`config.mk`:
```
export PLATFORM = sky130hd
export DESIGN_NAME = shared_reg_write_arbiter
export DESIGN_NICKNAME = d
export VERILOG_FILES = /design/src/rtl/shared_reg_write_arbiter_pkg.sv /design/src/rtl/shared_reg_write_arbiter_rr_pick.sv /design/src/rtl/shared_reg_write_arbiter.sv
export SDC_FILE = /design/constraint.sdc
export NUM_CORES = 1
export LEC_CHECK = 0
export ABC_AREA = 1
export CAP_MARGIN = 25
export CORE_MARGIN = 4
export CORE_UTILIZATION = 41
export CTS_CLUSTER_DIAMETER = 120
export CTS_CLUSTER_SIZE = 14
export DETAILED_ROUTE_END_ITERATION = 7
export GPL_TIMING_DRIVEN = 0
export HOLD_SLACK_MARGIN = 0.05
export PLACE_DENSITY = 0.94
export REMOVE_ABC_BUFFERS = 1
export SKIP_CTS_REPAIR_TIMING = 1
export SLEW_MARGIN = 20
export SYNTH_ARGS = -nofsm -noshare
export SYNTH_HDL_FRONTEND = slang
export SYNTH_SLANG_ARGS = --single-unit
```
`constraint.sdc`:
```
create_clock -name clk_i -period 4.97 [get_ports clk_i]
set_clock_uncertainty 0.1 [all_clocks]
set_input_delay 1.2425 -clock clk_i [delete_from_list [all_inputs] [get_ports clk_i]]
set_output_delay 1.2425 -clock clk_i [all_outputs]
set_load 0.02 [all_outputs]
```
`src/rtl/shared_reg_write_arbiter_pkg.sv`:
```
// Shared types and helpers for the shared-register write arbiter.
package shared_reg_write_arbiter_pkg;

    // Arbiter FSM: nobody owns the register, or one requester owns it.
    typedef enum logic {
        StIdle = 1'b0,
        StOwn  = 1'b1
    } arb_state_e;

    // Index width that stays at least 1 bit for degenerate sizes.
    function automatic int unsigned idx_width(input int unsigned n);
        return (n > 1) ? $clog2(n) : 1;
    endfunction

endpackage

```
`src/rtl/shared_reg_write_arbiter_rr_pick.sv`:
```
// Combinational round-robin picker: first set request after ptr, wrapping.
module shared_reg_write_arbiter_rr_pick
    import shared_reg_write_arbiter_pkg::*;
#(
    parameter  int unsigned NUM_REQ = 4,
    localparam int unsigned IdxW    = idx_width(NUM_REQ)
) (
    input  logic [NUM_REQ-1:0] req_i,
    input  logic [IdxW-1:0]    ptr_i,
    output logic [NUM_REQ-1:0] pick_o,
    output logic [IdxW-1:0]    idx_o,
    output logic               any_o
);

    // Scan ptr+1, ptr+2, ... so the last owner has the lowest priority.
    always_comb begin
        logic             found;
        logic [IdxW-1:0]  cand;
        found  = 1'b0;
        cand   = '0;
        pick_o = '0;
        idx_o  = '0;
        for (int i = 1; i <= int'(NUM_REQ); i++) begin
            cand = IdxW'((int'(ptr_i) + i) % int'(NUM_REQ));
            if (!found && req_i[cand]) begin
                found        = 1'b1;
                idx_o        = cand;
                pick_o[cand] = 1'b1;
            end
        end
        any_o = found;
    end

endmodule

```
`src/rtl/shared_reg_write_arbiter.sv`:
```
// Round-robin write arbiter in front of one shared enable-gated register.
// A grant lasts until the owner drops its request, flags last, or hits MAX_BURST;
// every release is followed by one idle cycle before the next grant.
module shared_reg_write_arbiter
    import shared_reg_write_arbiter_pkg::*;
#(
    parameter  int unsigned NUM_REQ   = 4,
    parameter  int unsigned WIDTH     = 32,
    parameter  int unsigned MAX_BURST = 4,
    localparam int unsigned IdxW      = idx_width(NUM_REQ)
) (
    input  logic                     clk_i,
    input  logic                     rst_i,
    input  logic [NUM_REQ-1:0]       req_i,
    input  logic [NUM_REQ-1:0]       last_i,
    input  logic [NUM_REQ*WIDTH-1:0] data_i,
    output logic [NUM_REQ-1:0]       gnt_o,
    output logic [IdxW-1:0]          owner_o,
    output logic [WIDTH-1:0]         q_o,
    output logic                     wr_o,
    output logic                     busy_o
);

    localparam int unsigned CntW = idx_width(MAX_BURST + 1);
    localparam logic [CntW-1:0] MaxCnt = CntW'(MAX_BURST);

    arb_state_e         state_q, state_d;
    logic [NUM_REQ-1:0] gnt_q, gnt_d;
    logic [IdxW-1:0]    owner_q, owner_d;
    logic [IdxW-1:0]    ptr_q, ptr_d;
    logic [CntW-1:0]    cnt_q, cnt_d;
    logic [WIDTH-1:0]   q_q, q_d;
    logic               wr_q, wr_d;

    logic [NUM_REQ-1:0] pick_onehot;
    logic [IdxW-1:0]    pick_idx;
    logic               pick_any;
    logic [WIDTH-1:0]   slice [NUM_REQ];
    logic               own_req;
    logic               own_last;
    logic [CntW-1:0]    cnt_inc;

    for (genvar k = 0; k < int'(NUM_REQ); k++) begin : g_slice
        assign slice[k] = data_i[k*WIDTH +: WIDTH];
    end

    shared_reg_write_arbiter_rr_pick #(
        .NUM_REQ (NUM_REQ)
    ) u_rr_pick (
        .req_i  (req_i),
        .ptr_i  (ptr_q),
        .pick_o (pick_onehot),
        .idx_o  (pick_idx),
        .any_o  (pick_any)
    );

    assign own_req  = req_i[owner_q];
    assign own_last = last_i[owner_q];
    assign cnt_inc  = cnt_q + CntW'(1);

    // Next-state: grant from idle, or write/release while owned.
    always_comb begin
        state_d = state_q;
        gnt_d   = gnt_q;
        owner_d = owner_q;
        ptr_d   = ptr_q;
        cnt_d   = cnt_q;
        q_d     = q_q;
        wr_d    = 1'b0;
        case (state_q)
            StIdle: begin
                if (pick_any) begin
                    state_d = StOwn;
                    gnt_d   = pick_onehot;
                    owner_d = pick_idx;
                    cnt_d   = '0;
                end
            end
            StOwn: begin
                if (own_req) begin
                    q_d   = slice[owner_q];
                    wr_d  = 1'b1;
                    cnt_d = cnt_inc;
                end
                // Dropped request, last flag, or full burst all collapse into one release.
                if (!own_req || own_last || (cnt_inc == MaxCnt)) begin
                    state_d = StIdle;
                    gnt_d   = '0;
                    ptr_d   = owner_q;
                end
            end
            default: state_d = StIdle;
        endcase
    end

    // State register; reset drops any write in flight and parks the pointer at NUM_REQ-1.
    always_ff @(posedge clk_i) begin
        if (rst_i) begin
            state_q <= StIdle;
            gnt_q   <= '0;
            owner_q <= '0;
            ptr_q   <= IdxW'(NUM_REQ - 1);
            cnt_q   <= '0;
            q_q     <= '0;
            wr_q    <= 1'b0;
        end else begin
            state_q <= state_d;
            gnt_q   <= gnt_d;
            owner_q <= owner_d;
            ptr_q   <= ptr_d;
            cnt_q   <= cnt_d;
            q_q     <= q_d;
            wr_q    <= wr_d;
        end
    end

    assign gnt_o   = gnt_q;
    assign owner_o = owner_q;
    assign q_o     = q_q;
    assign wr_o    = wr_q;
    assign busy_o  = (state_q == StOwn);

endmodule
```
# Word level (Yosys, flattened, before mapping)
# Index checks and enable logic that the tools add are counted.
[op_classes]
add_sub_neg = 5
magnitude_cmp = 10
n_eq_ne = 4
mux = 45
bitwise = 5
reduce_logical = 19
[ops]
columns = ["op", "n"]
rows = [
  ["binary-select mux 32 bit (select 2 bit)", 1],
  ["two-way mux 32 bit", 2],
  ["two-way mux 4 bit", 6],
  ["two-way mux 1 bit", 17],
  ["less-than comparator 2 x 3 -> 1 bit (second input constant)", 5],
  ["binary-select mux 1 bit (select 2 bit)", 6],
  ["OR 4 bit", 3],
  ["AND reduction 2 bit", 5],
  ["demux 1 bit (select 2 bit)", 4],
  ["greater-or-equal comparator 2 x 1 -> 1 bit (second input constant)", 4],
  ["two-way mux 2 bit", 4],
  ["case mux 4 bit (2 select lines)", 1],
  ["logical AND 1 bit", 7],
  ["two-way mux 3 bit", 2],
  ["case mux 3 bit (2 select lines)", 1],
  ["adder 2 x 1 -> 2 bit (second input constant)", 2],
  ["adder 2 bit (second input constant)", 2],
  ["logical NOT 1 bit", 4],
  ["inequality test 2 x 1 -> 1 bit (second input constant)", 2],
  ["adder 3 x 1 -> 3 bit (second input constant)", 1],
  ["== test 3 bit (second input constant)", 1],
  ["greater-or-equal comparator 3 bit (second input constant)", 1],
  ["NOT 2 -> 3 bit", 1],
  ["logical OR 1 bit", 2],
  ["other kinds (4)", 4],
]
[word_totals]
register_bits = 45
input_bits = 138
word_cells = 95

# Longest topological paths before layout
# Gate-level depths: netlist of the first run.
[logic_depth]
depth_word = 15
ltp_mapped = 11
mapped_depth_nobuf = 10

# Modules after synthesis
# From an unflattened synthesis of the first run, not the netlist that was laid out.
[hier_totals]
hier_cells = 478
area_unflattened_um2 = 3067.9
[by_module_without_submodules]
columns = ["module", "n_inst", "cells_per_inst", "area_each_um2", "seq_area_each_um2"]
rows = [
  ["shared_reg_write_arbiter", 1, 397, 2532.4, 900.9],
  ["shared_reg_write_arbiter_rr_pick", 1, 81, 535.5, 0.0],
]

# Worst setup path after synthesis of the first run
# OpenSTA, ideal clock, no wires.
[synth_timing]
path_type = "in2reg"
startpoint = "in req_i[1]"
endpoint = "reg owner_q[0] (netlist: owner_o[0])"
t_arrival_ns = 1.985
t_required_ns = 4.749
setup_slack_ns = 2.764
cell_stages = 8
path_cell_list = "nand2_1 > nand3_1 > nand2_2 > nand3_1 > nand2_2 > inv_2 > o21ai_0 > a21oi_1"
[synth_between]
elab_chain_cells = 13
elab_cells_between_ends = 23
classes_between = "mux (16); reduce/logical (7)"
[synth_lines]
columns = ["item", "line", "rtl"]
rows = [
  ["start, declared", "shared_reg_write_arbiter.sv:14", "input logic [NUM_REQ-1:0] req_i,"],
  ["binary-select mux 1 bit (select 2 bit)", "shared_reg_write_arbiter_rr_pick.sv:25", "if (!found && req_i[cand]) begin"],
  ["two-way mux 1 bit (implied by the code)", "shared_reg_write_arbiter_rr_pick.sv:25", ""],
  ["two-way mux 1 bit", "shared_reg_write_arbiter_rr_pick.sv:25", ""],
  ["logical NOT 1 bit", "shared_reg_write_arbiter_rr_pick.sv:25", ""],
  ["logical AND 1 bit", "shared_reg_write_arbiter_rr_pick.sv:25", ""],
  ["two-way mux 1 bit", "shared_reg_write_arbiter_rr_pick.sv:25", ""],
  ["logical NOT 1 bit", "shared_reg_write_arbiter_rr_pick.sv:25", ""],
  ["logical AND 1 bit", "shared_reg_write_arbiter_rr_pick.sv:25", ""],
  ["two-way mux 1 bit", "shared_reg_write_arbiter_rr_pick.sv:25", ""],
  ["logical NOT 1 bit", "shared_reg_write_arbiter_rr_pick.sv:25", ""],
  ["logical AND 1 bit", "shared_reg_write_arbiter_rr_pick.sv:25", ""],
  ["two-way mux 1 bit", "shared_reg_write_arbiter_rr_pick.sv:25", ""],
  ["AND reduction 2 bit (no source line)", "--", ""],
  ["end signal, assigned", "shared_reg_write_arbiter.sv:109", "owner_q <= owner_d;"],
  ["end, declared", "shared_reg_write_arbiter.sv:29", "logic [IdxW-1:0] owner_q, owner_d;"],
]
# Parallel ways exist; a longest one is shown, timed or not. The select of a mux whose other input is x is not followed.
# A chain may end at the register's enable or synchronous reset.

# Worst setup path after layout of the first run
[layout_timing]
startpoint = "reg owner_q[0] (netlist: owner_o[0])"
endpoint = "reg cnt_q[0]"
[layout_between]
elab_chain_cells = 4
[layout_lines]
columns = ["item", "line", "rtl"]
rows = [
  ["binary-select mux 1 bit (select 2 bit)", "shared_reg_write_arbiter.sv:57", "assign own_req = req_i[owner_q];"],
  ["two-way mux 1 bit (implied by the code)", "shared_reg_write_arbiter.sv:57", ""],
  ["inequality test 2 x 1 -> 1 bit (no source line)", "--", ""],
  ["AND reduction 2 bit (no source line)", "--", ""],
  ["end signal, assigned", "shared_reg_write_arbiter.sv:111", "cnt_q <= cnt_d;"],
  ["end, declared", "shared_reg_write_arbiter.sv:31", "logic [CntW-1:0] cnt_q, cnt_d;"],
]
# No other way between the ends. The select of a mux whose other input is x is not followed.

==> results of run 1 <==
==> layout by cell type, fill, tap and decap left out, drive strengths merged, types with 2 or more instances in the layout <==
cell	count
clkdlybuf4s50	176
nand3	25
ha	10
a21boi	4
o22ai	33
nand2	112
buf	2
o211ai	2
clkbuf	7
inv	11
a21oi	43
o21ai	71
dfxtp	45
clkinv	2
nor2	72
==> cell usage after synthesis, types with 2 or more instances <==
| master | number | area share |
|---|---|---|
| nand3_1 | 25 | 0.042 |
| inv_2 | 4 | 0.0051 |
| a21oi_1 | 43 | 0.073 |
| ha_1 | 10 | 0.042 |
| buf_2 | 9 | 0.015 |
| clkbuf_1 | 13 | 0.017 |
| o211ai_1 | 2 | 0.0051 |
| inv_1 | 7 | 0.0089 |
| nor2_4 | 2 | 0.0076 |
| nand2_1 | 105 | 0.13 |
| buf_4 | 7 | 0.018 |
| o22ai_1 | 33 | 0.070 |
| dfxtp_1 | 45 | 0.31 |
| a21boi_0 | 4 | 0.010 |
| o21ai_0 | 68 | 0.12 |
| o21ai_1 | 2 | 0.0034 |
| nor2_1 | 69 | 0.088 |
| nand2_2 | 6 | 0.013 |
| clkbuf_2 | 2 | 0.0034 |
==> per-stage QoR <==
step / worst slack (ps) / cell area [sq um]
after global routing: 921 / 4780
after global placement: 340 / 4680
final: 1490 / 4780
after CTS: 1690 / 4780
after floorplan: 1460 / 2790
after detailed placement: 1530 / 4690
==> layout make-up <==
type,instances,area [sq um]
inverter,13,53.8
sequential,45,903
tap,96,120
multi-input combinational,375,1830
fill,598,2120
timing repair buffer,178,1790
clock buffer,7,86.3
==> path summary, 6_finish.rpt <==
kind	from	slack (ps)	depth (start not counted)	end
worst min-delay path	q_o[16]	370	2	q_o[16]
worst max-delay path	owner_o[0]	1490	7	cnt_q[0]
worst max register to register	owner_o[0]	1490	7	cnt_q[0]
worst min register to register	q_o[16]	370	2	q_o[16]
==> metal layers <==
metal / vias to the layer above / part of all wire / track usage / routed length [microns]
li1: 1882 / - / - / -
met1: 1701 / 0.39 / 0.277 / 4190
met2: 164 / 0.50 / 0.428 / 5290
met3: 20 / 0.087 / 0.0690 / 925
met4: 0 / 0.021 / 0.0916 / 221
met5: - / 0 / 0 / 0
==> cell families after synthesis <==
group,after synthesis,share of synthesized area
flip-flops,45,0.305
XOR/XNOR,1,0.00297
AND/OR/NAND/NOR,210,0.292
AO/OA/AOI/OAI,154,0.283
buffers and inverters,45,0.0746
adder cells (fa/ha/maj),10,0.0424
==> state kept, by name, summed over array words and instances (netlist names) <==
register,count
wr_o,1
gnt_o,4
owner_o,2
q_o,32
cnt_q,3
ptr_q,2
busy_o,1
==> where the power goes <==
group          switching, uW  internal (uW)
sequential               125            461
combinational            730            520
clock                    114            110
==> tightest hold or removal path, delay by kind of cell (launching register included) <==
family,cells,cell delay [ps]
DFF,1,310
and+or+nand+nor,1,60
AOI/OAI and AO/OA,1,50
==> flow_metrics.env, run 1 <==
export IMPL_drt_iter0_drc=181
export IMPL_synth_seq_cells=45
export IMPL_firstDrtPassIters=5
export IMPL_drive_gt1_frac=0.0437
export IMPL_whs_ps=368
export IMPL_grtUsageTotal=0.243
export IMPL_finalPower_uw=2060
export IMPL_path_class="reg -> reg"
export IMPL_crit_path_end_kind="flip-flop"
export IMPL_route_vias_total=3767
export IMPL_cts_buffers=5
export IMPL_rsz0062_at_grt="no"
export IMPL_fin_crit_sh=0.701
export IMPL_diodes=0
export IMPL_cp_slowest_cell="clkinv_2"
export IMPL_grt_max_degree=70
export IMPL_fp_row_count=30
export IMPL_cp_max_fo=69
export IMPL_ys_warn_count=0
export IMPL_worst_pin_slew_ps=849
export IMPL_initial_core_util=0.428
export IMPL_ant_nets=0
export IMPL_clk_latency_ps=290
export IMPL_dp_cells=707
export IMPL_final_hold_viol_count=0
export IMPL_drc=0
export IMPL_cts_root_buf="clkbuf_8"
export IMPL_relSlewSlack=0.433
export IMPL_grt_pass1_wl_microns=17000
export IMPL_crit_chain="clkinv_2 > nor2_1 > o21ai_2 > nand2_4 > clkinv_2 > o21ai_0 > a21oi_1"
export IMPL_die_area_sq_mm=0.00862
export IMPL_port_buffers=177
export IMPL_power_density_mw_per_mm2=431
export IMPL_synth_cells=465
export IMPL_drt_wl_total_microns=10600
export IMPL_numClockSinks=45
export IMPL_hold_path_class="reg -> reg"
export IMPL_dp_hpwl_microns=7800
export IMPL_nNetsFinal=766
export IMPL_final_util=0.692
export IMPL_cp_required_ps=5040
export IMPL_peakVddDrop_v=0.000187
export IMPL_path_common_cell="clkinv_2"
export IMPL_netlist_area_sq_mm=0.00295
export IMPL_crit_family="buffers and inverters"
export IMPL_detail_route_wl_per_cell_microns=14.9
export IMPL_finalSetupTns_ps=0
export IMPL_finalSetupViolCount=0
export IMPL_path_clk_slew_ps=80
export IMPL_cts_tree="built"
export IMPL_die_x_microns=92.9
export IMPL_synth_cell_types=28
export IMPL_ys_seq_area_frac=0.305
export IMPL_path_buf_inv=2
export IMPL_p_leak_uw=0.00182
export IMPL_async_flop_share=0
export IMPL_grt_pass1_vias=3642
export IMPL_syn_to_final_growth_pct=61.9
export IMPL_grt_overflow=0
export IMPL_fin_crit_ps=3480
export IMPL_synth_flop_cell="dfxtp_1"
export IMPL_synth_edf_count=0
export IMPL_antenna_found_initial=0
export IMPL_h_tree_depth=2
export IMPL_core_sq_mm=0.00691
export IMPL_drv_slew=0
export IMPL_stdcell_count=714
export IMPL_arrival_ps=3560
export IMPL_max_stage_delay_ps=840
export IMPL_fmax_mhz=287
export IMPL_clockBufferDepth=2
export IMPL_fp_dieH_microns=92.9
export IMPL_gp_congestion=0.872
export IMPL_drv_cap=0
export IMPL_status="complete, no violations"
export IMPL_num_io_pins=178
export IMPL_via_per_inst=5.28
export IMPL_startpoint_type="flip-flop"
export IMPL_avgSynthCellArea_sq_um=6.35
Power figures use the tool's default switching activity.
==> run 2: changes to the inputs <==
--- a/config.mk
+++ b/config.mk
@@ -8,13 +8,13 @@
 export ABC_AREA = 1
 export CAP_MARGIN = 25
 export CORE_MARGIN = 4
-export CORE_UTILIZATION = 41
+export CORE_UTILIZATION = 38
 export CTS_CLUSTER_DIAMETER = 120
 export CTS_CLUSTER_SIZE = 14
 export DETAILED_ROUTE_END_ITERATION = 7
 export GPL_TIMING_DRIVEN = 0
 export HOLD_SLACK_MARGIN = 0.05
-export PLACE_DENSITY = 0.94
+export PLACE_DENSITY = 0.89
 export REMOVE_ABC_BUFFERS = 1
 export SKIP_CTS_REPAIR_TIMING = 1
 export SLEW_MARGIN = 20
==> constraint.sdc (replaced) <==
create_clock -name clk_i -period 3.5 [get_ports clk_i]
set_clock_uncertainty 0.1 [all_clocks]
set_input_delay 0.875 -clock clk_i [delete_from_list [all_inputs] [get_ports clk_i]]
set_output_delay 0.875 -clock clk_i [all_outputs]
set_load 0.02 [all_outputs]
==> run 2 against run 1 <==
  * Setup slack got worse by 950 ps
  * Critical endpoint unchanged
  * Critical path depth rose by 3
  * Sequential share of layout area fell by 0.15 points
  * First-iteration DRC count is 0.55% higher
  * Sequential power grew 41%
==> flow_metrics.env, run 2 (synthesis gave the netlist of run 1 again) <==
export IMPL_relSlewSlack=0.524
export IMPL_hold_path_depth=2
export IMPL_rsz0062_at_grt="no"
export IMPL_use_met3=0.0618
export IMPL_power_density_mw_per_mm2=622
export IMPL_clk_latency_ps=290
export IMPL_r2r_end="cnt_q[0]"
export IMPL_top_usage_layer="met2"
export IMPL_drt_wl_total_microns=10400
export IMPL_drv_slew=0
export IMPL_num_io_pins=178
export IMPL_grt_use_met1=0.240
export IMPL_gp_congestion=0.871
export IMPL_path_class="reg -> reg"
export IMPL_fin_crit_sh=0.847
export IMPL_die_area_sq_mm=0.00924
export IMPL_dp_cells=710
export IMPL_numClockSinks=45
export IMPL_firstDrtPassIters=5
export IMPL_hold_path_class="reg -> reg"
export IMPL_detail_route_wl_per_cell_microns=14.6
export IMPL_worstReg2RegStart="owner_o[0]"
export IMPL_hold_path_end="q_o[28]"
export IMPL_mostFrequentLayoutCells="clkdlybuf4s50_1, nand2_1, nor2_1"
export IMPL_grt_max_degree=70
export IMPL_reg2reg_depth=10
export IMPL_fp_row_count=31
export IMPL_grt_pass1_vias=3580
export IMPL_ant_nets=0
export IMPL_h_tree_depth=2
export IMPL_nFillCells=632
export IMPL_dp_hpwl_microns=7640
export IMPL_mostFrequentLayoutCell="clkdlybuf4s50_1"
export IMPL_grtUsageTotal=0.222
export IMPL_initial_core_util=0.399
export IMPL_stdcell_count=718
export IMPL_fin_crit_ps=2960
export IMPL_die_x_microns=96.2
export IMPL_cts_buffers=5
export IMPL_finalSetupViolCount=0
export IMPL_via_per_inst=5.31
export IMPL_met2_usage=0.401
export IMPL_clockBufferDepth=2
export IMPL_path_clk_slew_ps=80
export IMPL_drt_iter0_drc=182
export IMPL_cts_tree="built"
export IMPL_drive_gt1_frac=0.0452
export IMPL_ff2ff_setup_slack_ps=540
export IMPL_cp_required_ps=3580
export IMPL_largest_reg_flops=32
export IMPL_status="complete, no violations"
export IMPL_syn_to_final_growth_pct=63.2
export IMPL_diodes=0
export IMPL_route_vias_total=3812
export IMPL_nNetsFinal=766
export IMPL_startpoint_type="flip-flop"
export IMPL_seq_area_sq_um=903
export IMPL_multiInputGateArea_sq_mm=0.00183
export IMPL_p_leak_uw=0.00183
export IMPL_crit_path_end_kind="flip-flop"
export IMPL_final_hold_viol_count=0
export IMPL_fp_dieH_microns=96.2
export IMPL_drv_cap=0
export IMPL_arrival_ps=3040
export IMPL_drc=0
export IMPL_antenna_found_initial=0
export IMPL_finalSetupTns_ps=0
export IMPL_worst_pin_slew_ps=715
export IMPL_core_sq_mm=0.00741
export IMPL_finalPower_uw=3000
export IMPL_port_buffers=177
export IMPL_cts_root_buf="clkbuf_8"
export IMPL_fmax_mhz=337
export IMPL_cp_max_fo=69
export IMPL_grt_pass1_wl_microns=16100
export IMPL_grt_overflow=0
export IMPL_peakVddDrop_v=0.000239
export IMPL_min_from="q_o[28]"
[run 2: cell count changes in the layout (fill, tap and decap cells not counted), sizes merged]
cell | before | now
bufinv | 0 | 1
clkbuf | 7 | 6
inv | 11 | 12
[run 2: final cells by class]
type / instances / area share
clock buffers: 6 / 0.0151
clock inverters: 2 / 0.00805
inverters: 13 / 0.0114
multi-input cells: 375 / 0.380
flip-flops and latches: 45 / 0.187
well taps: 99 / 0.0257
repair buffers: 178 / 0.372
[run 2: how the worst max path moves through the flow]
stage	from	to	slack (ps)	depth (start not counted)
final	owner_o[0]	cnt_q[0]	540	10
after global routing	owner_o[0]	cnt_q[0]	190	10
after CTS	owner_o[0]	cnt_q[0]	280	10
after detailed placement	owner_o[0]	cnt_q[0]	300	10
after global placement	owner_o[0]	cnt_q[0]	-1080	7
after floorplan	owner_o[0]	cnt_q[0]	-10	7
[run 2: through the flow]
step	hold WS (ps)	utilization	worst slack, ps	area, sq um
2_1_floorplan	360	-	-13.1	2790
3_3_place_gp	351	0.632	-1080	4680
3_5_place_dp	355	0.635	295	4710
4_1_cts	368	0.650	277	4820
5_1_grt	381	0.651	195	4820
6_report	366	0.651	535	4820
[run 2: per-layer routing]
layer / vias up / wire [microns]
li1: 1879 / -
met1: 1726 / 3860
met2: 178 / 5270
met3: 29 / 982
met4: 0 / 328
met5: - / 0
[run 2: power breakdown]
group	internal [uW]	leakage, uW	switching, uW
sequential	655	0.000368	175
combinational	743	0.00141	1040
clock	214	0.0000554	175
[run 2: critical path, stage by stage (launching register included)]
cell and delay [ps]:
dfxtp_2 720, buf_16 260, inv_4 230, nand2_1 130
nand2_1 50, nand2_1 60, o21ai_2 90, nand2_4 300
clkinv_2 490, o21ai_0 320, a21oi_1 60
